==> config.mk <==
export PLATFORM = sky130hd
export DESIGN_NAME = codec_init_sequencer
export DESIGN_NICKNAME = d
export VERILOG_FILES = /design/src/rtl/synth_pkg.sv /design/src/rtl/codec_reg_rom.sv /design/src/rtl/codec_init_sequencer.sv
export SDC_FILE = /design/constraint.sdc
export NUM_CORES = 1
export LEC_CHECK = 0
export CAP_MARGIN = 20
export CORE_MARGIN = 10
export CORE_UTILIZATION = 45
export DETAILED_ROUTE_END_ITERATION = 10
export PLACE_DENSITY = 0.76
export SKIP_CTS_REPAIR_TIMING = 1
export SYNTH_ARGS = -nofsm -noshare
export SYNTH_HDL_FRONTEND = slang
export SYNTH_SLANG_ARGS = --single-unit
==> constraint.sdc <==
create_clock -name clk -period 2.6 [get_ports clk]
set_input_delay 0.52 -clock clk [delete_from_list [all_inputs] [get_ports clk]]
set_output_delay 0.52 -clock clk [all_outputs]
set_load 0.02 [all_outputs]
==> src/rtl/synth_pkg.sv <==
// Shared types and constants for the codec boot sequencer: FSM state codes
// (also shown on the seven-segment status display) and I2C word format.
package synth_pkg;

    typedef enum logic [3:0] {
        S_POWERUP = 4'd0,
        S_ISSUE   = 4'd1,
        S_WAIT    = 4'd2,
        S_RETRY   = 4'd3,
        S_SETTLE  = 4'd4,
        S_DONE    = 4'd5,
        S_FAIL    = 4'd6
    } seq_state_e;

    localparam int         I2C_WORD_W        = 16;
    localparam int         RETRY_GAP         = 256;
    localparam logic [6:0] CODEC_ADDR_WM8731 = 7'h1A;

endpackage

==> src/rtl/codec_reg_rom.sv <==
// Fixed codec register-write table; each word is {reg[6:0], val[8:0]}.
module codec_reg_rom
    import synth_pkg::*;
(
    input  logic [3:0]            index,
    output logic [I2C_WORD_W-1:0] word
);

    always_comb begin
        word = '0;
        case (index)
            4'd0:    word = 16'h1E00;  // R15 soft reset
            4'd1:    word = 16'h0C10;
            4'd2:    word = 16'h0E02;
            4'd3:    word = 16'h1000;
            4'd4:    word = 16'h0A00;
            4'd5:    word = 16'h0812;
            4'd6:    word = 16'h0579;
            4'd7:    word = 16'h1201;
            4'd8:    word = 16'h0C00;
            default: word = 16'h0000;
        endcase
    end

endmodule

==> src/rtl/codec_init_sequencer.sv <==
// Boot-time codec configuration: walks the register table over I2C with
// retries, a settle delay after soft reset, and reports ready/fail.
module codec_init_sequencer
    import synth_pkg::*;
#(
    parameter logic [6:0]  DEVICE_ADDR    = CODEC_ADDR_WM8731,
    parameter int unsigned NUM_REGS       = 9,
    parameter int unsigned POWERUP_CYCLES = 24576,
    parameter int unsigned SETTLE_CYCLES  = 12288,
    parameter int unsigned TIMEOUT_CYCLES = 65535,
    parameter int unsigned MAX_RETRIES    = 3
) (
    input  logic                  clk,
    input  logic                  reset,
    input  logic                  rerun,
    input  logic                  i2c_busy,
    input  logic                  i2c_done,
    input  logic                  i2c_nack,
    output logic                  i2c_start,
    output logic [6:0]            i2c_addr,
    output logic [I2C_WORD_W-1:0] i2c_data,
    output logic                  codec_ready,
    output logic                  init_fail,
    output logic [3:0]            status,
    output logic [3:0]            index
);

    localparam logic [16:0] POWERUP_LAST  = 17'(POWERUP_CYCLES - 1);
    localparam logic [16:0] SETTLE_LAST   = 17'(SETTLE_CYCLES - 1);
    localparam logic [16:0] RETRY_LAST    = 17'(RETRY_GAP - 1);
    localparam logic [15:0] TIMEOUT_LAST  = 16'(TIMEOUT_CYCLES - 1);
    localparam logic [3:0]  LAST_INDEX    = 4'(NUM_REGS - 1);
    localparam logic [1:0]  MAX_RETRY_CNT = 2'(MAX_RETRIES);

    seq_state_e            state;
    logic [16:0]           wait_cnt;
    logic [15:0]           tmo_cnt;
    logic [1:0]            retries;
    logic [3:0]            index_next;
    logic [I2C_WORD_W-1:0] rom_word;

    assign i2c_addr = DEVICE_ADDR;
    assign status   = state;

    // The ROM is addressed with the next index so i2c_data is already valid
    // in the first ISSUE cycle and holds until the transaction's done pulse.
    always_comb begin
        index_next = index;
        case (state)
            S_POWERUP: index_next = 4'd0;
            S_WAIT:
                if (i2c_done && !i2c_nack && index != 4'd0 && index != LAST_INDEX)
                    index_next = index + 4'd1;
            S_SETTLE:
                if (wait_cnt == SETTLE_LAST) index_next = 4'd1;
            S_DONE, S_FAIL:
                if (rerun) index_next = 4'd0;
            default: index_next = index;
        endcase
    end

    codec_reg_rom u_rom (
        .index (index_next),
        .word  (rom_word)
    );

    // Master handshake: i2c_start is a one-cycle request issued only while
    // i2c_busy is low; the master answers with a one-cycle i2c_done, and
    // i2c_nack is meaningful only in that same cycle.
    always_ff @(posedge clk or negedge reset) begin
        if (!reset) begin
            state       <= S_POWERUP;
            i2c_start   <= 1'b0;
            i2c_data    <= '0;
            codec_ready <= 1'b0;
            init_fail   <= 1'b0;
            index       <= 4'd0;
            retries     <= 2'd0;
            wait_cnt    <= 17'd0;
            tmo_cnt     <= 16'd0;
        end else begin
            i2c_start <= 1'b0;
            index     <= index_next;
            i2c_data  <= rom_word;
            case (state)
                S_POWERUP: begin
                    if (wait_cnt == POWERUP_LAST) begin
                        wait_cnt <= 17'd0;
                        retries  <= 2'd0;
                        state    <= S_ISSUE;
                    end else begin
                        wait_cnt <= wait_cnt + 17'd1;
                    end
                end
                S_ISSUE: begin
                    if (!i2c_busy) begin
                        i2c_start <= 1'b1;
                        tmo_cnt   <= 16'd0;
                        state     <= S_WAIT;
                    end
                end
                S_WAIT: begin
                    // done has priority over a timeout landing in the same cycle
                    if (i2c_done && !i2c_nack) begin
                        if (index == 4'd0) begin
                            wait_cnt <= 17'd0;
                            state    <= S_SETTLE;
                        end else if (index == LAST_INDEX) begin
                            codec_ready <= 1'b1;
                            state       <= S_DONE;
                        end else begin
                            retries <= 2'd0;
                            state   <= S_ISSUE;
                        end
                    end else if (i2c_done || tmo_cnt == TIMEOUT_LAST) begin
                        if (retries < MAX_RETRY_CNT) begin
                            retries  <= retries + 2'd1;
                            wait_cnt <= 17'd0;
                            state    <= S_RETRY;
                        end else begin
                            init_fail <= 1'b1;
                            state     <= S_FAIL;
                        end
                    end else begin
                        tmo_cnt <= tmo_cnt + 16'd1;
                    end
                end
                S_RETRY: begin
                    if (wait_cnt == RETRY_LAST) begin
                        wait_cnt <= 17'd0;
                        state    <= S_ISSUE;
                    end else begin
                        wait_cnt <= wait_cnt + 17'd1;
                    end
                end
                S_SETTLE: begin
                    if (wait_cnt == SETTLE_LAST) begin
                        wait_cnt <= 17'd0;
                        retries  <= 2'd0;
                        state    <= S_ISSUE;
                    end else begin
                        wait_cnt <= wait_cnt + 17'd1;
                    end
                end
                S_DONE, S_FAIL: begin
                    if (rerun) begin
                        codec_ready <= 1'b0;
                        init_fail   <= 1'b0;
                        retries     <= 2'd0;
                        state       <= S_ISSUE;
                    end
                end
                default: state <= S_POWERUP;
            endcase
        end
    end

endmodule

# --- Word-level counts from Yosys, hierarchy flattened ---
# Memory sizes are Yosys's and may differ from the RTL's. A register that Yosys moved wholly into a read port is not among the register bits.
# Cells that the tools add are included.
word_totals:
  regBits: 62
  romBits: 176
  inputBits: 6
  word_cells: 111
  n_memories: 1
classes:
  n_addsub: 4
  order_cmp: 1
  eq_ne: 29
  mux: 47
  n_reduce_logical: 20
mem_list:
  columns: ["memory", "depth", "word_bits", "rd", "rd_clocked_by_memory_dff", "wr", "line", "source"]
  rows:
  - ["(name not given)", 16, 11, 1, 1, 0, "codec_reg_rom.sv:11", "case (index)"]
op_table:
  columns: ["cell", "n"]
  rows:
  - ["17-bit two-way mux", 7]
  - ["17-bit one-hot mux with 4 select lines", 1]
  - ["16-bit two-way mux", 3]
  - ["4-bit two-way mux", 10]
  - ["16-bit one-hot mux with 2 select lines", 1]
  - ["2-bit inequality test, second input constant", 12]
  - ["4-bit one-hot mux with 6 select lines", 1]
  - ["17-bit by 1-bit adder with 17-bit output, second input constant", 1]
  - ["17-bit by 14-bit equality test with 1-bit output, second input constant", 1]
  - ["17-bit by 15-bit equality test with 1-bit output, second input constant", 1]
  - ["17-bit by 8-bit equality test with 1-bit output, second input constant", 1]
  - ["16-bit by 1-bit adder with 16-bit output, second input constant", 1]
  - ["16-bit equality test, second input constant", 1]
  - ["2-bit two-way mux", 8]
  - ["4-bit one-hot mux with 4 select lines", 1]
  - ["3-bit inequality test, second input constant", 5]
  - ["4-bit by 3-bit equality test with 1-bit output, second input constant", 3]
  - ["4-bit nonzero test", 3]
  - ["5-bit AND reduction", 2]
  - ["1-bit two-way mux", 9]
  - ["3-bit two-way mux", 3]
  - ["4-bit by 2-bit equality test with 1-bit output, second input constant", 2]
  - ["4-bit logical NOT", 2]
  - ["2-bit one-hot mux with 4 select lines", 1]
  - ["other kinds (15)", 21]

# --- Depth between registers and ports, before layout ---
# Gate-level depths: netlist (run 1).
depth:
  ltp_word: 6
  ltp_mapped: 10
  depth_no_buf: 10

# --- By module ---
# A second synthesis (run 1) with hierarchy kept.
unflattened:
  cells_unflattened: 348
  area_unflattened_um2: 3342.0
by_module_without_submodules:
  columns: ["mod", "n_inst", "cells_per_inst", "area_each_um2"]
  rows:
  - ["codec_init_sequencer", 1, 312, 3056.7]
  - ["codec_reg_rom", 1, 36, 285.3]

# --- Least setup slack after synthesis (run 1) ---
# OpenSTA, ideal clock, no wires.
synth_timing:
  path_kind: "register to register"
  from: "register state[1], in the netlist status[1]"
  to: "register i2c_data[11]"
  setup_time_ns: 0.126
  arrival_ns: 2.413
  t_required_ns: 2.474
  path_slack_ns: 0.061
  path_stages_with_launch: 10
  path_buffers: 1
  period_less_slack_ns: 2.539
  path_cell_list: "dfrtp_1 > clkbuf_1 > inv_1 > nor3_1 > a41oi_1 > or2_2 > inv_1 > ha_1 > nor3_1 > a221o_1"
synth_between:
  elab_chain_cells: 3
  elab_cells_between_ends: 7
  cone_classes: "4 x eq/ne; 1 x mux; 2 x reduce/logical"
synth_lines:
  columns: ["element", "line", "source"]
  rows:
  - ["start: declaration", "codec_init_sequencer.sv:35", "seq_state_e state;"]
  - ["start signal: assignment", "codec_init_sequencer.sv:72", "state <= S_POWERUP;"]
  - ["start signal: assignment", "codec_init_sequencer.sv:90", "state <= S_ISSUE;"]
  - ["start signal: assignment", "codec_init_sequencer.sv:99", "state <= S_WAIT;"]
  - ["4-bit by 3-bit equality test with 1-bit output", "codec_init_sequencer.sv:49", "case (state)"]
  - ["2-bit OR reduction", "codec_init_sequencer.sv:49", null]
  - ["4-bit one-hot mux with 4 select lines (*)", "codec_init_sequencer.sv:49", null]
  - ["via index_next[1]", "codec_init_sequencer.sv:39", "logic [3:0] index_next;"]
  - ["end: declaration", "codec_init_sequencer.sv:21", "output logic [I2C_WORD_W-1:0] i2c_data,"]
# Mark *: on every way through the listed nets, which the timed path passes. The rest lies on a longest branch.
# A chain may end at the register's enable or synchronous reset.

# --- Final worst setup path (run 1) ---
layout_timing:
  from: "register wait_cnt[0]"
  to: "register i2c_data[9]"
layout_between:
  elab_chain_cells: 3
layout_lines:
  columns: ["element", "line", "source"]
  rows:
  - ["start: declaration", "codec_init_sequencer.sv:36", "logic [16:0] wait_cnt;"]
  - ["start signal: assignment", "codec_init_sequencer.sv:92", "wait_cnt <= wait_cnt + 17'd1;"]
  - ["start signal: assignment", "codec_init_sequencer.sv:133", "wait_cnt <= wait_cnt + 17'd1;"]
  - ["start signal: assignment", "codec_init_sequencer.sv:142", "wait_cnt <= wait_cnt + 17'd1;"]
  - ["17-bit by 14-bit equality test with 1-bit output", "codec_init_sequencer.sv:55", "if (wait_cnt == SETTLE_LAST) index_next = 4'd1;"]
  - ["4-bit two-way mux", "codec_init_sequencer.sv:55", null]
  - ["4-bit one-hot mux with 4 select lines", "codec_init_sequencer.sv:49", null]
  - ["via index_next[1]", "codec_init_sequencer.sv:39", null]
# The timed path passes the listed nets, and every way through them passes these cells.

==> results of run 1 <==
kinds of logic (layout without fill, tap and decap cells):
kind of cell	count (synthesis)	count (layout)
buffers and inverters	42	90
flip-flops	53	53
adder cells (fa/ha/maj)	10	10
AO/OA/AOI/OAI	86	86
other	2	13
multiplexers	3	3
XOR/XNOR	14	14
AND/OR/NAND/NOR	137	137
where the power goes:
part | leakage, uW | switching, uW | internal (uW)
sequential | 0.000697 | 172 | 946
combinational | 0.000988 | 918 | 688
clock | 0.0000445 | 275 | 192
sequential cells by signal, indices dropped and copies added (netlist names):
register / count
wait_cnt: 17
i2c_start: 1
init_fail: 1
tmo_cnt: 16
index: 4
codec_ready: 1
i2c_data: 8
status: 3
retries: 2
worst paths after layout:
check / end / depth (start not counted)
worst min register to register: retries[1] / 1
min in group clk: retries[1] / 1
worst max-delay path: i2c_data[9] / 10
max in group asynchronous: index[3] / 2
worst max register to register: i2c_data[9] / 10
worst min-delay path: tmo_cnt[7] / 1
worst max-delay path, cell delays in order, from the launching register on:
cell and delay (ns):
dfrtp_1 0.37, ha_2 0.21, nand3_2 0.11, or3b_4 0.40, o21a_4 0.24, nor3_2 0.18
or2_2 0.18, inv_1 0.08, ha_1 0.35, o21ai_2 0.10, o311a_1 0.19
metrics by stage:
| step | setup slack, ns | power, uW |
|---|---|---|
| after floorplan | 0.06135 | 2118 |
| after global placement | 0.03071 | 2653 |
| after detailed placement | -0.04838 | 2696 |
| after CTS | -0.04143 | 3175 |
| after global routing | -0.001877 | 3410 |
| final | 0.1236 | 3190 |
Yosys cell counts (3+ instances only):
| library cell | count |
|---|---|
| nand3_1 | 18 |
| o31ai_1 | 5 |
| nor2b_1 | 7 |
| a22o_1 | 9 |
| nor3_1 | 13 |
| and4_1 | 4 |
| nand2_1 | 21 |
| nand2b_1 | 4 |
| dfrtp_1 | 53 |
| nor4_1 | 4 |
| a211oi_1 | 5 |
| xnor2_1 | 9 |
| nor2_1 | 30 |
| mux2_2 | 3 |
| nand4_1 | 6 |
| clkbuf_1 | 8 |
| xor2_1 | 5 |
| and3_1 | 8 |
| a31oi_1 | 4 |
| inv_1 | 12 |
| ha_1 | 10 |
| o2bb2ai_1 | 3 |
| o21ai_0 | 19 |
| buf_4 | 17 |
| a21oi_1 | 12 |
| and2_1 | 4 |
routing by layer:
layer / vias up / GRT usage [%] / routed length, um
met4: 0 / 4.118 / 65
met1: 1342 / 18.30 / 3540
met5: - / 0 / 0
met2: 77 / 23.00 / 3928
met3: 6 / 2.948 / 440
li1: 1353 / - / -
final cells by class:
| class | instances | area (um^2) |
|---|---|---|
| Clock inverter | 3 | 21.27 |
| Fill cell | 605 | 2983 |
| Tap cell | 96 | 120.1 |
| Sequential cell | 53 | 1328 |
| Inverter | 14 | 52.55 |
| Multi-Input combinational cell | 263 | 1753 |
| Clock buffer | 5 | 68.82 |
| Timing Repair Buffer | 68 | 580.6 |
==> metrics.yaml, run 1 <==
outcome:
  status: "finished, final reports clean"
placed_design:
  post-dp-hpwl_um: 6019
  place_area_um2: 3804
  dp.cells: 494
  gp_congestion: 0.9226
  io_buffers: 26
timing:
  drv_slew: 0
  max_slew_margin_pct: 52.99
  final.setup.tns_ns: 0
  fin_hold_ws_ns: 0.1113
  fin_crit_ns: 2.476
  hold_viol_final: 0
  setup_viol: 0
  tightest_slew_ns: 0.6991
  fin_crit_sh_pct: 95.25
  clock-skew-final_ns: 0.004810
  clock.fmax_mhz: 403.8
synth:
  yosysTopAreaCellShare_pct: 40.85
  synth_top_area_cell: "dfrtp_1"
  synth_adder_area_share_pct: 3.854
  synth_compound_area_share_pct: 19.38
  synthXorXnorAreaFrac_pct: 3.776
  yosys_register_bits: 53
  syn_avg_cell_area_um2: 9.357
  ys_async_sr_fraction_pct: 100.0
  synth_edf_count: 0
  yosys.area_share.simple_pct: 23.55
  yosysUniqueCellTypes: 65
  synth_top_family_by_area: "simple AND/OR/NAND/NOR gates"
  ys_seq_area_share_pct: 40.85
  synth_top_flop_cell: "dfrtp_1"
  syn_area_um2: 3247
  synth.area.top_cells: "dfrtp_1 (41%), buf_4 (3.9%), ha_1 (3.9%), nor2_1 (3.5%), o21ai_0 (2.9%)"
  yosysWarnings: 0
  synth_cells: 347
  synth.area.mux_share_pct: 1.040
global_route:
  grt_max_degree: 22
  grt-ovfl-total: 0
  antenna_found_initial: 0
  grt_pass1_vias: 2801
  grt_pass1_wl_um: 13370
  grt_use_total_pct: 14.09
cells_and_area:
  fin_nets: 421
  area_growth_pct: 20.85
  drive_gt1_share_pct: 19.70
  final_cells: 502
  final_common_cell: "dfrtp_1"
  diodes: 0
  mostFrequentLayoutCells: "dfrtp_1 (52), buf_4 (40), nor2_1 (30)"
  final_util_pct: 56.81
  design_area_um2: 3924
die:
  core_um2: 6907
  rows: 30
  ios: 40
  die_w_um: 104.9
  initial_core_util_pct: 47.01
  die_y_um: 104.9
  die_area_um2: 11010
clock_network:
  path_clk_slew_ns: 0.10
  clk-insertion-delay-late_ns: 0.30
  clockBufferDepth: 2
  cts_tree: "built"
  cts-buffers-inserted: 5
  cts_root_buffer: "clkbuf_8"
  clkSinkCount: 53
  h-tree-depth: 2
route:
  route.final.wire_length_um: 7975
  wl_per_cell_um: 15.89
  dr.first_iter.drc_count: 190
  vias: 2778
  viasPerCell: 5.534
  first_pass_iters: 5
  ant_nets: 0
  post-route-drc-count: 0
pwr:
  ir_drop_v: 0.0004159
  p_per_area_nw_per_um2: 813.1
  p_leak_uw: 0.001730
setup_path:
  cp_data_required_time_ns: 2.84
  criticalPathCategory: "reg2reg"
  critPathLaunchType: "flop"
  crit_path_end_kind: "flop"
  cp.arrival_ns: 2.72
  worst-path-max-fanout: 4
  regToRegStartpoint: "wait_cnt[0]"
  rrSetupSlack_ns: 0.12
  cp-startpoint: "wait_cnt[0]"
min_path:
  min_path_type: "in2async"
flow_run:
  maxCapViolCount: 0
Power figures use the tool's default switching activity.
==> inputs of run 2 (changes only) <==
Settings changed: CAP_MARGIN 20 to 25, HOLD_SLACK_MARGIN set to 0.15.
==> run 2 against run 1 <==
Register-to-register slack about the same. Clock skew increased by 0.0027 ns. Critical path depth decreased by 1. Core utilization increased by 0.14 points. Clock power about the same. Worst setup slack got worse by 0.0024 ns. Critical path type unchanged. Critical endpoint unchanged.
==> metrics.yaml, run 2 (synthesis gave the netlist of run 1 again) <==
outcome:
  status: "finished, final reports clean"
timing:
  setup_viol: 0  # unchanged
  clock-skew-final_ns: 0.007482  # +0.002671 ns
  fin_crit_sh_pct: 95.34  # about the same
  tightest_slew_ns: 0.7008  # +0.001700 ns
  clock.fmax_mhz: 403.4  # about the same
  hold_viol_final: 0  # unchanged
  fin_crit_ns: 2.479  # +0.002355 ns
  drv_slew: 0  # unchanged
  max_slew_margin_pct: 52.88  # -0.11 points
pwr:
  sw_frac_of_total_pct: 42.57  # -0.22 points
  p_int_uw: 1826  # about the same
  switchingPower_uw: 1354  # -0.85%
  p_per_area_nw_per_um2: 808.3  # -0.59%
  ir_drop_v: 0.0004105  # -1.3%
  p_leak_uw: 0.001734  # +0.24%
  power_frac_seq_pct: 35.2  # +0.2 points
  clockPowerShare_pct: 14.6  # about the same
  power_frac_comb_pct: 50.2  # about the same
clock_network:
  cts-buffers-inserted: 5  # unchanged
  clk-insertion-delay-late_ns: 0.30  # about the same
  clockBufferDepth: 2  # unchanged
  cts_root_buffer: "clkbuf_8"
  h-tree-depth: 2  # unchanged
  clkSinkCount: 53  # unchanged
  path_clk_slew_ns: 0.10  # about the same
  cts_tree: "built"
cells_and_area:
  largest_reg_flops: 17  # unchanged
  fin_nets: 422  # +0.24%
  diodes: 0  # unchanged
  multi_input_area_um2: 1753  # unchanged
  design_area_um2: 3934  # +0.26%
  area_growth_pct: 21.16
  mostFrequentLayoutCells: "dfrtp_1 (52), buf_4 (40), nor2_1 (30)"
  drive_gt1_share_pct: 19.66  # -0.048 points
  reg_top3: "wait_cnt (17), tmo_cnt (16), i2c_data (8)"
  regMostFlops: "wait_cnt"
  final_cells: 503  # +0.20%
  final_common_cell: "dfrtp_1"
  seq_area_um2: 1328  # unchanged
  fillCellCount: 604  # -0.17%
min_path:
  hp-start: "retries[1]"
  min_path_type: "reg2reg"
die:
  die_w_um: 104.9  # unchanged
  rows: 30  # unchanged
  die_y_um: 104.9  # unchanged
  die_area_um2: 11010  # unchanged
  core_um2: 6907  # unchanged
  ios: 40  # unchanged
  initial_core_util_pct: 47.01  # unchanged
setup_path:
  cp-startpoint: "wait_cnt[0]"
  cp.arrival_ns: 2.67  # -0.05 ns
  criticalPathCategory: "reg2reg"
  regToRegStartpoint: "wait_cnt[0]"
  worst-path-max-fanout: 4  # unchanged
  critPathMaxStageDelay_ns: 0.40  # about the same
  crit_slowest_cell: "or3b_4"
  cp_data_required_time_ns: 2.79  # -0.05 ns
  critPathLaunchType: "flop"
  worstPathCellList: "ha_2, nand3_2, or3b_4, o21a_4, nor3_2, or2_2, inv_1, ha_1, o311a_1"
  crit_path_end_kind: "flop"
placed_design:
  place_area_um2: 3804  # unchanged
  dp.cells: 494  # unchanged
  post-dp-hpwl_um: 6019  # unchanged
  io_buffers: 26  # unchanged
  gp_congestion: 0.9226  # unchanged
global_route:
  grt-ovfl-total: 0  # unchanged
  grt_use_total_pct: 14.09  # unchanged
  grt_pass1_wl_um: 13370  # unchanged
  grt_max_degree: 22  # unchanged
  antenna_found_initial: 0  # unchanged
  grt_pass1_vias: 2801  # unchanged
route:
  post-route-drc-count: 0  # unchanged
  dr.first_iter.drc_count: 159  # -16%
  vias: 2772  # -0.22%
  top_layer_used: "met4"
  wl_met1_um: 3497  # -1.2%
  route.met2.wl_um: 3883  # -1.1%
  viasPerCell: 5.511  # -0.41%
  first_pass_iters: 4  # -1
  ant_nets: 0  # unchanged
  wl_met3_um: 487  # +11%
  route.final.wire_length_um: 7930  # -0.56%
  wl_per_cell_um: 15.77  # -0.76%
flow_run:
  maxCapViolCount: 0  # unchanged
## run 2: changes by cell type in the layout (fill, tap and decap cells not counted), sizes merged
| cell | change |
|---|---|
| dlygate4sd3 | +1 |
## run 2: metal layers
layer	track usage, %	vias to the layer above
li1	-	1351
met1	18.30	1336
met4	4.118	0
met2	23.00	81
met5	0	-
met3	2.948	4
## run 2: worst max-delay path: cells and delay by family, from the launching register on
kind,cells,cell delay (ns)
adders and majority gates,2,0.44
DFF,1,0.37
and+or+nand+nor,4,0.87
buffers and inverters,1,0.08
AOI/OAI and AO/OA,2,0.60
## run 2: worst paths after layout
check | endpoint | slack [ns] | cells past startpoint
max | i2c_data[9] | 0.12 | 9
min | retries[1] | 0.53 | 1
min in group asynchronous | tmo_cnt[13] | 0.65 | 2
max reg2reg | i2c_data[9] | 0.12 | 9
max in group asynchronous | index[1] | 1.34 | 3
min reg2reg | retries[1] | 0.53 | 1
## run 2: final cells by class
cell class,count,share of cell area (%)
Inverter,14,1.336
Sequential cell,53,33.75
Multi-Input combinational cell,263,44.56
Clock buffer,5,1.749
Tap cell,96,3.053
Clock inverter,3,0.5407
Timing Repair Buffer,69,15.01
## run 2: through the flow
stage               worst slack (ns)  util (%)  power [uW]  setup TNS, ns  hold slack, ns
global route               -0.001877     56.96        3411      -0.001877          0.5597
finish                        0.1212     56.96        3180              0          0.5284
floorplan                    0.06135         -        2118              0          0.2244
global placement             0.03071     55.00        2653              0          0.4508
detailed placement          -0.04838     55.07        2696       -0.08432          0.4508
CTS                         -0.04143     56.38        3175       -0.04143          0.1074
## run 2: power groups by stage
| stage | sequential [uW] | combinational (uW) | clock (uW) |
|---|---|---|---|
| final | 1120 | 1600 | 465 |
| after global placement | 1120 | 1530 | 0 |
| after global routing | 1140 | 1750 | 522 |
| after floorplan | 1100 | 1010 | 0 |
| after detailed placement | 1130 | 1570 | 0 |
| after CTS | 1110 | 1580 | 485 |
==> inputs of run 3 (changes only) <==
Settings changed: HOLD_SLACK_MARGIN 0.15 to unset.
==> results of run 3 <==
Same layout as run 1: the final DEF is identical, and so are final timing and power.
